<file path="src/rtl/nvdla_package.sv">
// Shared types for the NVDLA CSB master engine: control/flag bundles,
// the CSB state encoding and the default access timeout.
package nvdla_package;

    // Default number of cycles an access may stay outstanding before aborting
    localparam int unsigned NVDLA_CSB_TIMEOUT = 4096;

    // Per-access control from the engine control FSM
    typedef struct packed {
        logic        clear;
        logic        enable;
        logic        start;
        logic [31:0] addr;
        logic [31:0] wdat;
        logic        write;
        logic        wait_intr;
    } ctrl_engine_t;

    // Status back to the control FSM; all but csb_ready are one-cycle pulses
    typedef struct packed {
        logic csb_ready;
        logic csb_valid;
        logic csb_wr_complete;
        logic intr;
        logic err;
    } flags_engine_t;

    typedef enum logic [2:0] {
        CSB_IDLE      = 3'd0,
        CSB_REQ       = 3'd1,
        CSB_WAIT_RD   = 3'd2,
        CSB_WAIT_WR   = 3'd3,
        CSB_PUSH      = 3'd4,
        CSB_WAIT_INTR = 3'd5
    } csb_state_t;

    // States in which the access timeout counter is live
    function automatic logic csb_is_timed(input csb_state_t s);
        return (s == CSB_REQ) || (s == CSB_WAIT_RD) || (s == CSB_WAIT_WR);
    endfunction

endpackage

</file>
<file path="src/rtl/nvdla_intr_sync.sv">
// Brings the asynchronous NVDLA interrupt level into clk_i, detects its
// rising edge and holds a sticky pending bit until cleared or consumed.
module nvdla_intr_sync (
    input  logic clk_i,
    input  logic rst_ni,
    input  logic intr_i,
    input  logic clear_i,
    input  logic consume_i,
    output logic pending_o
);

    logic r_sync1;
    logic r_sync2;
    logic r_prev;
    logic r_pending;
    logic w_rise;

    assign w_rise    = r_sync2 & ~r_prev;
    assign pending_o = r_pending;

    // Two-flop synchronizer plus one delayed copy for edge detection
    always_ff @(posedge clk_i or negedge rst_ni) begin
        if (!rst_ni) begin
            r_sync1 <= 1'b0;
            r_sync2 <= 1'b0;
            r_prev  <= 1'b0;
        end else begin
            r_sync1 <= intr_i;
            r_sync2 <= r_sync1;
            r_prev  <= r_sync2;
        end
    end

    // Sticky pending: clear wins; a fresh edge beats consumption so it is never lost
    always_ff @(posedge clk_i or negedge rst_ni) begin
        if (!rst_ni) begin
            r_pending <= 1'b0;
        end else if (clear_i) begin
            r_pending <= 1'b0;
        end else if (w_rise) begin
            r_pending <= 1'b1;
        end else if (consume_i) begin
            r_pending <= 1'b0;
        end
    end

endmodule

</file>
<file path="src/rtl/nvdla_csb_master.sv">
// CSB master engine: issues one CSB read or write per start, returns read
// data on a valid/ready stream, optionally waits for the NVDLA interrupt,
// and aborts accesses that stay outstanding for TIMEOUT_CYCLES cycles.
module nvdla_csb_master
    import nvdla_package::*;
#(
    parameter int unsigned TIMEOUT_CYCLES = NVDLA_CSB_TIMEOUT,
    parameter int unsigned ADDR_W         = 16
) (
    input  logic                 clk_i,
    input  logic                 rst_ni,
    input  logic                 clear_i,
    input  ctrl_engine_t         ctrl_i,
    output flags_engine_t        flags_o,
    output logic                 csb2nvdla_valid,
    input  logic                 csb2nvdla_ready,
    output logic [ADDR_W-1:0]    csb2nvdla_addr,
    output logic [31:0]          csb2nvdla_wdat,
    output logic                 csb2nvdla_write,
    output logic                 csb2nvdla_nposted,
    input  logic                 nvdla2csb_valid,
    input  logic [31:0]          nvdla2csb_data,
    input  logic                 nvdla2csb_wr_complete,
    input  logic                 dla_intr_i,
    output logic                 rdata_o_valid,
    input  logic                 rdata_o_ready,
    output logic [31:0]          rdata_o_data
);

    localparam int unsigned CNT_W = (TIMEOUT_CYCLES > 2) ? $clog2(TIMEOUT_CYCLES) : 1;
    localparam logic [CNT_W-1:0] CNT_LAST = CNT_W'(TIMEOUT_CYCLES - 1);

    csb_state_t         r_state;
    csb_state_t         w_state_next;
    logic [CNT_W-1:0]   r_cnt;
    logic [ADDR_W-1:0]  r_addr;
    logic [31:0]        r_wdat;
    logic               r_write;
    logic [31:0]        r_rdata;

    logic               w_clear;
    logic               w_timeout;
    logic               w_pending;
    logic               w_consume;
    logic               w_latch;
    logic               w_capture;
    logic               w_req_valid;
    logic               w_push_valid;
    flags_engine_t      w_flags;
    logic               w_unused_addr;

    // Only the word-address slice of the byte address reaches the bus
    assign w_unused_addr = ^ctrl_i.addr;

    assign w_clear   = clear_i | ctrl_i.clear;
    assign w_timeout = csb_is_timed(r_state) && (r_cnt == CNT_LAST);

    nvdla_intr_sync u_intr_sync (
        .clk_i     (clk_i),
        .rst_ni    (rst_ni),
        .intr_i    (dla_intr_i),
        .clear_i   (w_clear),
        .consume_i (w_consume),
        .pending_o (w_pending)
    );

    // State register
    always_ff @(posedge clk_i or negedge rst_ni) begin
        if (!rst_ni) begin
            r_state <= CSB_IDLE;
        end else begin
            r_state <= w_state_next;
        end
    end

    // Next state, handshakes and flag pulses; a handshake or response in the
    // last timeout cycle still completes normally
    always_comb begin
        w_state_next      = r_state;
        w_flags           = '0;
        w_flags.csb_ready = (r_state == CSB_IDLE);
        w_req_valid       = 1'b0;
        w_push_valid      = 1'b0;
        w_latch           = 1'b0;
        w_capture         = 1'b0;
        w_consume         = 1'b0;
        if (w_clear) begin
            w_state_next = CSB_IDLE;
        end else begin
            case (r_state)
                CSB_IDLE: begin
                    if (ctrl_i.start && ctrl_i.enable) begin
                        w_latch      = 1'b1;
                        w_state_next = ctrl_i.wait_intr ? CSB_WAIT_INTR : CSB_REQ;
                    end
                end
                CSB_REQ: begin
                    w_req_valid = 1'b1;
                    if (csb2nvdla_ready) begin
                        w_state_next = r_write ? CSB_WAIT_WR : CSB_WAIT_RD;
                    end else if (w_timeout) begin
                        w_flags.err  = 1'b1;
                        w_state_next = CSB_IDLE;
                    end
                end
                CSB_WAIT_RD: begin
                    if (nvdla2csb_valid) begin
                        w_capture    = 1'b1;
                        w_state_next = CSB_PUSH;
                    end else if (w_timeout) begin
                        w_flags.err  = 1'b1;
                        w_state_next = CSB_IDLE;
                    end
                end
                CSB_WAIT_WR: begin
                    if (nvdla2csb_wr_complete) begin
                        w_flags.csb_wr_complete = 1'b1;
                        w_state_next            = CSB_IDLE;
                    end else if (w_timeout) begin
                        w_flags.err  = 1'b1;
                        w_state_next = CSB_IDLE;
                    end
                end
                CSB_PUSH: begin
                    w_push_valid = 1'b1;
                    if (rdata_o_ready) begin
                        w_flags.csb_valid = 1'b1;
                        w_state_next      = CSB_IDLE;
                    end
                end
                CSB_WAIT_INTR: begin
                    if (w_pending) begin
                        w_flags.intr = 1'b1;
                        w_consume    = 1'b1;
                        w_state_next = CSB_IDLE;
                    end
                end
                default: begin
                    w_state_next = CSB_IDLE;
                end
            endcase
        end
    end

    // Timeout counter: restarts on every state change, saturates at the last value
    always_ff @(posedge clk_i or negedge rst_ni) begin
        if (!rst_ni) begin
            r_cnt <= '0;
        end else if ((w_state_next != r_state) || !csb_is_timed(r_state)) begin
            r_cnt <= '0;
        end else if (r_cnt != CNT_LAST) begin
            r_cnt <= r_cnt + CNT_W'(1);
        end
    end

    // Request payload latched on start, read data captured on response
    always_ff @(posedge clk_i or negedge rst_ni) begin
        if (!rst_ni) begin
            r_addr  <= '0;
            r_wdat  <= '0;
            r_write <= 1'b0;
            r_rdata <= '0;
        end else begin
            if (w_latch) begin
                r_addr  <= ctrl_i.addr[ADDR_W+1:2];
                r_wdat  <= ctrl_i.wdat;
                r_write <= ctrl_i.write;
            end
            if (w_capture) begin
                r_rdata <= nvdla2csb_data;
            end
        end
    end

    assign flags_o           = w_flags;
    assign csb2nvdla_valid   = w_req_valid;
    assign csb2nvdla_addr    = r_addr;
    assign csb2nvdla_wdat    = r_wdat;
    assign csb2nvdla_write   = r_write;
    assign csb2nvdla_nposted = 1'b1;
    assign rdata_o_valid     = w_push_valid;
    assign rdata_o_data      = r_rdata;

endmodule

</file>
<file path="config.mk">
export PLATFORM = sky130hd
export DESIGN_NAME = nvdla_csb_master
export DESIGN_NICKNAME = d
export VERILOG_FILES = /design/src/rtl/nvdla_package.sv /design/src/rtl/nvdla_intr_sync.sv /design/src/rtl/nvdla_csb_master.sv
export SDC_FILE = /design/constraint.sdc
export NUM_CORES = 1
export LEC_CHECK = 0
export ABC_AREA = 1
export CAP_MARGIN = 5
export CORE_MARGIN = 5
export CORE_UTILIZATION = 36
export CTS_CLUSTER_SIZE = 24
export DETAILED_ROUTE_END_ITERATION = 10
export PLACE_DENSITY = 0.77
export SLEW_MARGIN = 30
export SYNTH_ARGS = -nofsm -noshare
export SYNTH_HDL_FRONTEND = slang
export SYNTH_SLANG_ARGS = --single-unit
</file>
<file path="constraint.sdc">
create_clock -name clk_i -period 1.9 [get_ports clk_i]
set_clock_uncertainty 0.15 [all_clocks]
set_input_delay 0.38 -clock clk_i [delete_from_list [all_inputs] [get_ports clk_i]]
set_output_delay 0.38 -clock clk_i [all_outputs]
set_load 0.02 [all_outputs]
</file>
==> run summary, run 1 <==
TritonCTS built the clock tree. The worst path needs 2.01 ns of the cycle, external delays included. The core region is 11000 um^2. The worst-case setup margin in the final layout came out at -0.112 ns.

The cell area that synthesis handed to floorplanning was 4070 um^2. The synthesized netlist devotes 9.47% of its cell area to simple gates. In the routed layout, each cell is associated on average with a via count of 4.66. Data on the critical path arrives at its endpoint at 1.48 ns. The run gives 982 um as the detailed-routed wire length on met3.

The via count of the first global-routing pass is 3631. The number of antenna diodes in the final layout is 0. The run gives 677 as the post-route non-filler standard cell count. In this run the top signal layer used is met4. The tools report the routability congestion estimate as 0.888.

In this run, CTS created clock tree buffers numbering 9. The logs give 3850 um for the wire length the detailed router placed on met1 and 0 for the number of pins exceeding their max-slew limit in the final report. The initialized floorplan defines 38 standard-cell rows.

Across the run, the number of max-cap violations was 0. The tools report the global-route congestion overflow total as 0. The worst setup path is of the flip-flop to output pin kind. Of the synthesized area, sequential elements account for 61.5%. After synthesis, the share of cell area in mux cells is 22.1%. For the post-placement setup slack, the log shows -0.531 ns.

The run finished, with violations left. After routing the design area is 6890 um^2. The count of buffers inserted at the top-level ports is 180. The most frequent cell after synthesis was sky130_fd_sc_hd__dfrtp_1.

In the final routed layout, each cell accounts on average for 15.6 um. After Yosys synthesis, XOR and XNOR cells account for 2.15% of the synthesized area. The leakage power is 3.10 nW. After synthesis the netlist holds a flip-flop and latch count of 100. The die height was 116 um. Sort of element at the start of the critical path: a flip-flop. Number of warnings printed during yosys synthesis: 0. The type of the most critical hold path was flip-flop to flip-flop. The worst-case IR drop observed on VDD is 0.000595 V. The predominant post-synthesis flop cell is sky130_fd_sc_hd__dfrtp_1.

The maximum fanout encountered on the critical timing path is 4. The aggregate negative setup slack came out at -1.04 ns. Data on the critical path is required at its endpoint by 1.37 ns. Timing would allow up to 497 MHz. The initial core utilization came out at 37.1%.

The adder-cell share of the synthesized area works out to 0.307%. The worst setup path is captured at an output pin. The tools report the root buffer selected by CTS as sky130_fd_sc_hd__clkbuf_16. The x dimension of the die is 116 um, and the worst-skew pair later-pin latency is 0.33 ns. The tools report the total routed wirelength as 10600 um. In the detailed route, the total length drawn on met2 is 5530 um. For the initial antenna violation count, the log shows 0. After synthesis, the largest family of logic cells by area is multiplexers.

Summed over all nets, the half-perimeter wirelength after detailed placement is 7890 um. Synthesis produced a netlist with a net count of 418. Overall global routing resource usage: 15.9%.

In the final layout, the share of cells above drive strength 1 is 31.5%. In this run, the number of DRC markers left after iteration 0 of detailed routing was 74. The share of synthesized area in the top cell type comes to 61.5%.

Of all cell types, the one taking the most synthesized area is sky130_fd_sc_hd__dfrtp_1. The die covers 13500 um^2. After synthesis, the cell types taking the most area are sky130_fd_sc_hd__dfrtp_1, sky130_fd_sc_hd__mux2_2, sky130_fd_sc_hd__mux2_1.

At the end of the flow, the number of nets in the layout was 644. The run gives 3 as the H-tree level count. For the count of fill cells added during filler insertion, the log shows 840. Setup repair after global routing could not meet its margin everywhere.

The routed layout has 3156 vias. The tools report the TritonCTS sink count as 100. For this run, the share of the core covered by cells in the final layout is 62.7%.

The final-report hold violation count came out at 0. The clock transition at the registers of the reported paths was 0.07 ns. In this run the deepest clock path goes through 2 buffers.

The signal on the critical path passes through inv_2, nor2_4, nand3_2, nand3_2, nand2_1, nor2_1, buf_4. Final-report setup violation count: 15. Maximum number of pins on one net before global-route repair: 55. The first global-routing pass estimated 16900 um of wire. In this design, the stage delay of the slowest critical-path cell is 0.40 ns. From synthesis to final layout, the design area changed by 69.2%. Sorting the synthesized cells by how often they occur yields sky130_fd_sc_hd__dfrtp_1, sky130_fd_sc_hd__mux2_2, sky130_fd_sc_hd__nand2_1, sky130_fd_sc_hd__mux2_1, sky130_fd_sc_hd__nor2_1. In this run the cell area measured after placement is 6330 um^2.

After synthesis, the share of flip-flops with an asynchronous set or reset is 100%. For this run, design rule violations remaining after detail routing come to 0. The number of flops mapped to enable cells by yosys is 0, and the remaining antenna violation count after routing is 0.

The checks that failed: negative setup slack. The number of placed instances, taps included, is 655. The total I/O pin count is 198, and the cell area power density is 844 nW/um^2. After layout, the worst path uses 106% of the clock period. The cell with the largest stage delay on the worst path is sky130_fd_sc_hd__dfrtp_1.

The netlist uses 25 different library cells. Counting stages on the worst path, the most repeated cell is sky130_fd_sc_hd__nand3_2. Summing the areas of all compound-gate instances in the mapped netlist gives 0.891% of the synthesized area.

For this run, the detailed router's first-pass iteration total came to 4. The synthesized area per cell was 13.2 um^2; the gate count of the mapped netlist was 308.
## through the flow
stage          hold WS [ns]  power [mW]
3_3_place_gp          0.124        4.08
5_1_grt               0.225        6.10
4_1_cts               0.210        5.89
6_report              0.206        5.81
3_5_place_dp          0.131        4.11
2_1_floorplan       -0.0656        3.19
## logic make-up after synthesis
kind of cell,count (synthesis)
AO/OA/AOI/OAI,6
XOR/XNOR,10
flip-flops,100
adder cells (fa/ha/maj),1
AND/OR/NAND/NOR,80
buffers and inverters,30
multiplexers,80
other,1
## worst max-delay path, delay by kind of cell, from the launching register on
kind | cells | cell delay, ns
and+or+nand+nor | 5 | 0.51
DFF | 1 | 0.40
buffers and inverters | 2 | 0.23
## sequential cells by signal, indices dropped and copies added, names as in the netlist
| register | cells |
|---|---|
| u_intr_sync.r_sync2 | 1 |
| csb2nvdla_wdat | 32 |
| csb2nvdla_addr | 16 |
| rdata_o_data | 32 |
| u_intr_sync.r_sync1 | 1 |
| r_cnt | 12 |
| r_state | 3 |
| csb2nvdla_write | 1 |
| u_intr_sync.r_prev | 1 |
| u_intr_sync.pending_o | 1 |
## repair_timing
item,in CTS,in global routing
endpoints found under the hold margin,17,0
resized for setup,46,43
hold buffers,1,0
gates cloned,0,1
setup endpoints to repair,19,24
pin swaps,5,12
buffers inserted,5,2
## path summary, 6_finish.rpt
path                                                from                       endpoint  slack, ns  depth (start not counted)
hold / removal             u_intr_sync.r_sync1$_DFF_PN0_  u_intr_sync.r_sync2$_DFF_PN0_       0.21                          0
min in group asynchronous                         rst_ni    csb2nvdla_write$_DFFE_PN0P_       0.31                          2
setup reg to reg                    r_state[1]$_DFF_PN0_           r_cnt[8]$_DFFE_PN0P_      -0.09                         12
hold reg to reg            u_intr_sync.r_sync1$_DFF_PN0_  u_intr_sync.r_sync2$_DFF_PN0_       0.21                          0
max in group asynchronous                         rst_ni   rdata_o_data[15]$_DFFE_PN0P_       0.73                          3
setup / recovery                    r_state[1]$_DFF_PN0_                     flags_o[0]      -0.11                          7
## layout by cell type (no fill, tap or decap), types with 2 or more instances in the layout
master,synthesis,layout
sky130_fd_sc_hd__a21oi_1,3,2
sky130_fd_sc_hd__buf_12,0,5
sky130_fd_sc_hd__buf_4,3,42
sky130_fd_sc_hd__buf_6,1,4
sky130_fd_sc_hd__clkbuf_1,0,2
sky130_fd_sc_hd__clkbuf_16,0,10
sky130_fd_sc_hd__clkdlybuf4s50_1,0,166
sky130_fd_sc_hd__dfrtp_1,100,98
sky130_fd_sc_hd__dfrtp_2,0,2
sky130_fd_sc_hd__dlymetal6s2s_1,0,6
sky130_fd_sc_hd__inv_1,16,15
sky130_fd_sc_hd__inv_2,2,3
sky130_fd_sc_hd__mux2_1,22,21
sky130_fd_sc_hd__mux2_2,58,58
sky130_fd_sc_hd__nand2_1,23,16
sky130_fd_sc_hd__nand2_2,0,5
sky130_fd_sc_hd__nand2_4,0,2
sky130_fd_sc_hd__nand3_1,12,5
sky130_fd_sc_hd__nand3_2,0,6
sky130_fd_sc_hd__nand4_1,7,7
sky130_fd_sc_hd__nor2_1,18,12
sky130_fd_sc_hd__nor2_2,13,6
sky130_fd_sc_hd__nor2_4,1,14
sky130_fd_sc_hd__nor3_1,3,2
sky130_fd_sc_hd__xnor2_1,3,3
sky130_fd_sc_hd__xor2_1,7,7
## cell type report
cell class	instances	area (um^2)	area share, %
clock buffers	11	233	3.38
repair buffers	227	2250	32.6
inverters	18	67.6	0.981
multi-input cells	178	1610	23.4
clock inverters	3	47.5	0.690
flip-flops and latches	100	2500	36.4
well taps	140	175	2.54
## power by group
part	internal (mW)	switching, mW	total (mW)
Combinational	0.842	0.681	1.52
Clock	1.01	0.726	1.74
Sequential	2.41	0.140	2.55
## per-layer routing
layer | GRT usage, % | vias up
met4 | 5.18 | 0
met5 | 0 | -
met1 | 17.3 | 1546
met2 | 27.7 | 110
li1 | - | 1484
met3 | 6.99 | 16
Note: power is estimated with default switching activity, not from simulation.
==> inputs of run 2 (changes only) <==
--- a/config.mk
+++ b/config.mk
@@ -6,10 +6,9 @@
 export NUM_CORES = 1
 export LEC_CHECK = 0
 export ABC_AREA = 1
-export CAP_MARGIN = 5
+export CAP_MARGIN = 20
 export CORE_MARGIN = 5
 export CORE_UTILIZATION = 36
-export CTS_CLUSTER_SIZE = 24
 export DETAILED_ROUTE_END_ITERATION = 10
 export PLACE_DENSITY = 0.77
 export SLEW_MARGIN = 30
==> results of run 2 <==
Same layout as run 1: the final DEF is identical, and so are final timing and power.
==> inputs of run 3 (changes only) <==
--- a/config.mk
+++ b/config.mk
@@ -5,12 +5,12 @@
 export SDC_FILE = /design/constraint.sdc
 export NUM_CORES = 1
 export LEC_CHECK = 0
-export ABC_AREA = 1
+export ABC_AREA = 0
 export CAP_MARGIN = 20
 export CORE_MARGIN = 5
 export CORE_UTILIZATION = 36
 export DETAILED_ROUTE_END_ITERATION = 10
-export PLACE_DENSITY = 0.77
+export PLACE_DENSITY = 0.75
 export SLEW_MARGIN = 30
 export SYNTH_ARGS = -nofsm -noshare
 export SYNTH_HDL_FRONTEND = slang
==> constraint.sdc (replaced) <==
create_clock -name clk_i -period 2.1 [get_ports clk_i]
set_clock_uncertainty 0.15 [all_clocks]
set_input_delay 0.42 -clock clk_i [delete_from_list [all_inputs] [get_ports clk_i]]
set_output_delay 0.42 -clock clk_i [all_outputs]
set_load 0.02 [all_outputs]
==> run summary, run 3 <==
The flow ran to the end, but the final reports show violations. The checks that failed: negative setup slack. The logs give 971 um (-1.1%) for the detailed-routed wire length on met3 and 0 (unchanged) for the number of antenna cells inserted.

The initial core utilization is 37.0% (about the same). For the number of pins exceeding their max-slew limit in the final report, the log shows 0 (unchanged). The routability congestion estimate is 0.905 (+1.9%). The logs give 0.000515 V (-13%) for the worst ir drop on vdd and -0.0365 ns (+1.01 ns) for the aggregate negative setup slack.

The DRC violation count after routing came out at 0 (unchanged). The tools report the first-pass GRT wire length as 18200 um (+7.4%). The highest attainable clock frequency came out at 468 MHz. Worst setup path category: flip-flop to output pin.

The run gives 4380 um (+14%) as the wire length the detailed router placed on met1. The tools report the length of the first detailed-routing pass in iterations as 4 (unchanged). The total routed wirelength was 11300 um (+7.1%); the deepest clock path buffer count was 2 (unchanged).

For the post-layout utilization of the core, the log shows 59.9% (-2.8 points). CTS buffer count: 9 (unchanged). On the critical path, the stage with the largest delay is an instance of sky130_fd_sc_hd__dfrtp_1. The count of buffers inserted at the top-level ports is 180 (unchanged), and the post-synthesis instance area is 4260 um^2 (+4.8%). The number of DRC violations after detailed-routing iteration 0 was 124 (+68%). For the number of cells after detailed placement, the log shows 653 (-0.31%). The run gives 301 (-2.3%) as the gate count of the mapped netlist. The post-placement setup slack is -0.563 ns (-0.0313 ns). Relative to the synthesized area, the layout overhead comes to 61.9%. The clock transition at the registers of the reported paths works out to 0.07 ns (about the same).

The overall global routing resource usage was 15.9% (about the same). The average wire per cell in the routed design was 16.8 um (+7.6%); the H-tree level count was 3 (unchanged). The worst path in the final design needs a cycle of 2.14 ns, including I/O delays and setup. The tools report the root buffer selected by CTS as sky130_fd_sc_hd__clkbuf_16. For the via count of the first global-routing pass, the log shows 3618 (-0.36%). The tools report the initial antenna violation count as 0 (unchanged).

For the final-report setup violation count, the log shows 1 (-14). The cell area power density works out to 778 nW/um^2 (-7.7%). The commonest cells after synthesis are sky130_fd_sc_hd__dfrtp_1, sky130_fd_sc_hd__mux2_2, sky130_fd_sc_hd__nor2_1, sky130_fd_sc_hd__nand2_1, sky130_fd_sc_hd__mux2_4. For the max-capacitance violation count, the log shows 0 (unchanged). The kind of end point of the critical path was an output pin. The tools report the maximum number of pins on one net before global-route repair as 53 (-3.6%).

Maximum fanout encountered on the critical timing path: 3 (-1). The post-route non-filler standard cell count is 674 (-0.44%), and the placed cell area is 6500 um^2 (+2.5%). The tools report the remaining antenna violation count after routing as 0 (unchanged). The mean number of vias per cell was 4.85 (+4.1%); the fraction of synthesis flops using an asynchronous set or reset pin was 100% (unchanged).

The worst-skew pair later-pin latency came out at 0.33 ns (about the same). Final-report hold violation count: 0 (unchanged). The biggest cell delay along the critical path was 0.42 ns (+0.02 ns); the number of nets in the final layout was 638 (-0.93%). The x dimension of the die was 119 um (+2.2%); the synthesized net count was 411 (-1.7%). The type of the most critical hold path was flip-flop to flip-flop. The run gives 6900 um^2 (+0.22%) as the final instance area. Highest signal layer in the routed design: met4. The logs give 14100 um^2 (+4.4%) for the area of the die and 925 (+10%) for the count of fill cells added during filler insertion. The most frequent cell after synthesis was sky130_fd_sc_hd__dfrtp_1. HPWL reported at the end of detailed placement: 8590 um (+8.8%). The TritonCTS sink count was 100 (unchanged); the routed length on met2 was 5790 um (+4.6%). Final critical-path share of the clock period: 102%. The top cell types in the final layout, fill and taps aside, are sky130_fd_sc_hd__clkdlybuf4s50_1, sky130_fd_sc_hd__dfrtp_1, sky130_fd_sc_hd__mux2_2. Synthesized area per cell: 14.2 um^2 (+7.2%). The library cell used most frequently in the layout, excluding fill and tap cells, is sky130_fd_sc_hd__clkdlybuf4s50_1. The share of the synthesized area in the top cell type works out to 58.7% (-2.8 points).

For the core footprint, the log shows 11500 um^2 (+4.9%). Traced cell by cell, the critical path runs through mux2_4, a21oi_2, nand2_1, nor2_1, buf_4. The number of storage elements in the synthesis netlist is 100 (unchanged), and the sequential-to-total area share from yosys stat is 58.7% (-2.8 points). For the worst endpoint data arrival time, the log shows 1.57 ns (+0.09 ns). For the critical path required time, the log shows 1.53 ns (+0.16 ns). Routed via count: 3272 (+3.7%).

Setup repair after global routing could not meet its margin everywhere. The total power draw came out at 5.37 mW (-7.5%). Die height: 119 um (+2.2%). By area the synthesized netlist is led by sky130_fd_sc_hd__dfrtp_1, sky130_fd_sc_hd__mux2_2, sky130_fd_sc_hd__mux2_4.

Cell row count: 39 (+2.6%). The worst-case setup margin in the final layout was -0.0365 ns (+0.0754 ns). Predominant post-synthesis flop cell: sky130_fd_sc_hd__dfrtp_1. TritonCTS built the clock tree. The leakage power was 3.06 nW (-1.4%).

Share of post-route cells with drive strength above 1: 33.5% (+2.1 points). Total I/O pin count: 198 (unchanged). The worst setup path is launched from a flip-flop. For the post-route worst hold slack, the log shows 0.200 ns (-0.00582 ns). The biggest area contributor in the post-synthesis netlist is sky130_fd_sc_hd__dfrtp_1. The global-route congestion overflow total is 0 (unchanged), and the distinct cell type count after synthesis is 50 (+100%). The number of flops mapped to enable cells by yosys is 0 (unchanged). The number of warnings printed during yosys synthesis was 0 (unchanged).
==> run 3: changes by cell type after synthesis, moves of 10 or more <==
cell                      previous run  this run
sky130_fd_sc_hd__nand2_1            23        11
sky130_fd_sc_hd__nor2_2             13         0
sky130_fd_sc_hd__mux2_4              0        10
sky130_fd_sc_hd__mux2_1             22         0
sky130_fd_sc_hd__mux2_2             58        72
sky130_fd_sc_hd__inv_1              16         4
==> run 3: final timing paths <==
| kind | start | to | slack (ns) | depth (start not counted) |
|---|---|---|---|---|
| min reg2reg | u_intr_sync.r_sync1$_DFF_PN0_ | u_intr_sync.r_sync2$_DFF_PN0_ | 0.20 | 0 |
| min | u_intr_sync.r_sync1$_DFF_PN0_ | u_intr_sync.r_sync2$_DFF_PN0_ | 0.20 | 0 |
| min in group asynchronous | rst_ni | csb2nvdla_wdat[9]$_DFFE_PN0P_ | 0.42 | 2 |
| max in group asynchronous | rst_ni | r_state[2]$_DFF_PN0_ | 0.74 | 3 |
| max reg2reg | r_state[0]$_DFF_PN0_ | r_cnt[4]$_DFFE_PN0P_ | 0.08 | 8 |
| max | r_state[1]$_DFF_PN0_ | flags_o[0] | -0.04 | 5 |
==> run 3: what timing repair did <==
action                                  in CTS  in global routing
pin swaps                                    4                  6
endpoints found under the setup margin      19                 40
resized for setup                           33                 14
hold endpoints to repair                    31                  0
buffers inserted                             1                  5
hold buffers                                 1                  0
==> run 3: report_power, final <==
part	leakage (nW)	switching (mW)	internal [mW]
Sequential	1.29	0.137	2.18
Combinational	1.63	0.613	0.813
Clock	0.142	0.682	0.950
Total	3.06	1.43	3.94
==> run 3: cell type report <==
cell class	count	area, um^2	area share (%)
Inverter	5	18.8	0.272
Timing Repair Buffer	231	2220	32.2
Clock buffer	11	243	3.52
Tap cell	143	179	2.59
Multi-Input combinational cell	181	1690	24.5
Clock inverter	3	47.5	0.689
Sequential cell	100	2500	36.3
==> run 3: logic make-up (layout without fill, tap and decap cells) <==
family,Yosys count,count (layout),synth area share (%)
buf+inv,20,250,3.29
other cells,1,1,0.0879
flops,100,100,58.7
xor+xnor,1,1,0.205
compound gates,22,22,4.11
simple gates,70,70,9.86
fa+ha+maj,1,1,0.293
mux,86,86,23.5
==> run 3: metal layers <==
metal | up-vias | global-route usage (%)
met3 | 16 | 6.11
met4 | 0 | 5.21
met1 | 1616 | 17.8
met2 | 115 | 27.7
met5 | - | 0
li1 | 1525 | -
==> run 3: worst max-delay path, delay by kind of cell (launching register included) <==
kind            cells  cell delay [ns]
mux                 1             0.33
simple gates        2             0.18
buf+inv             1             0.16
compound gates      1             0.15
flops               1             0.42
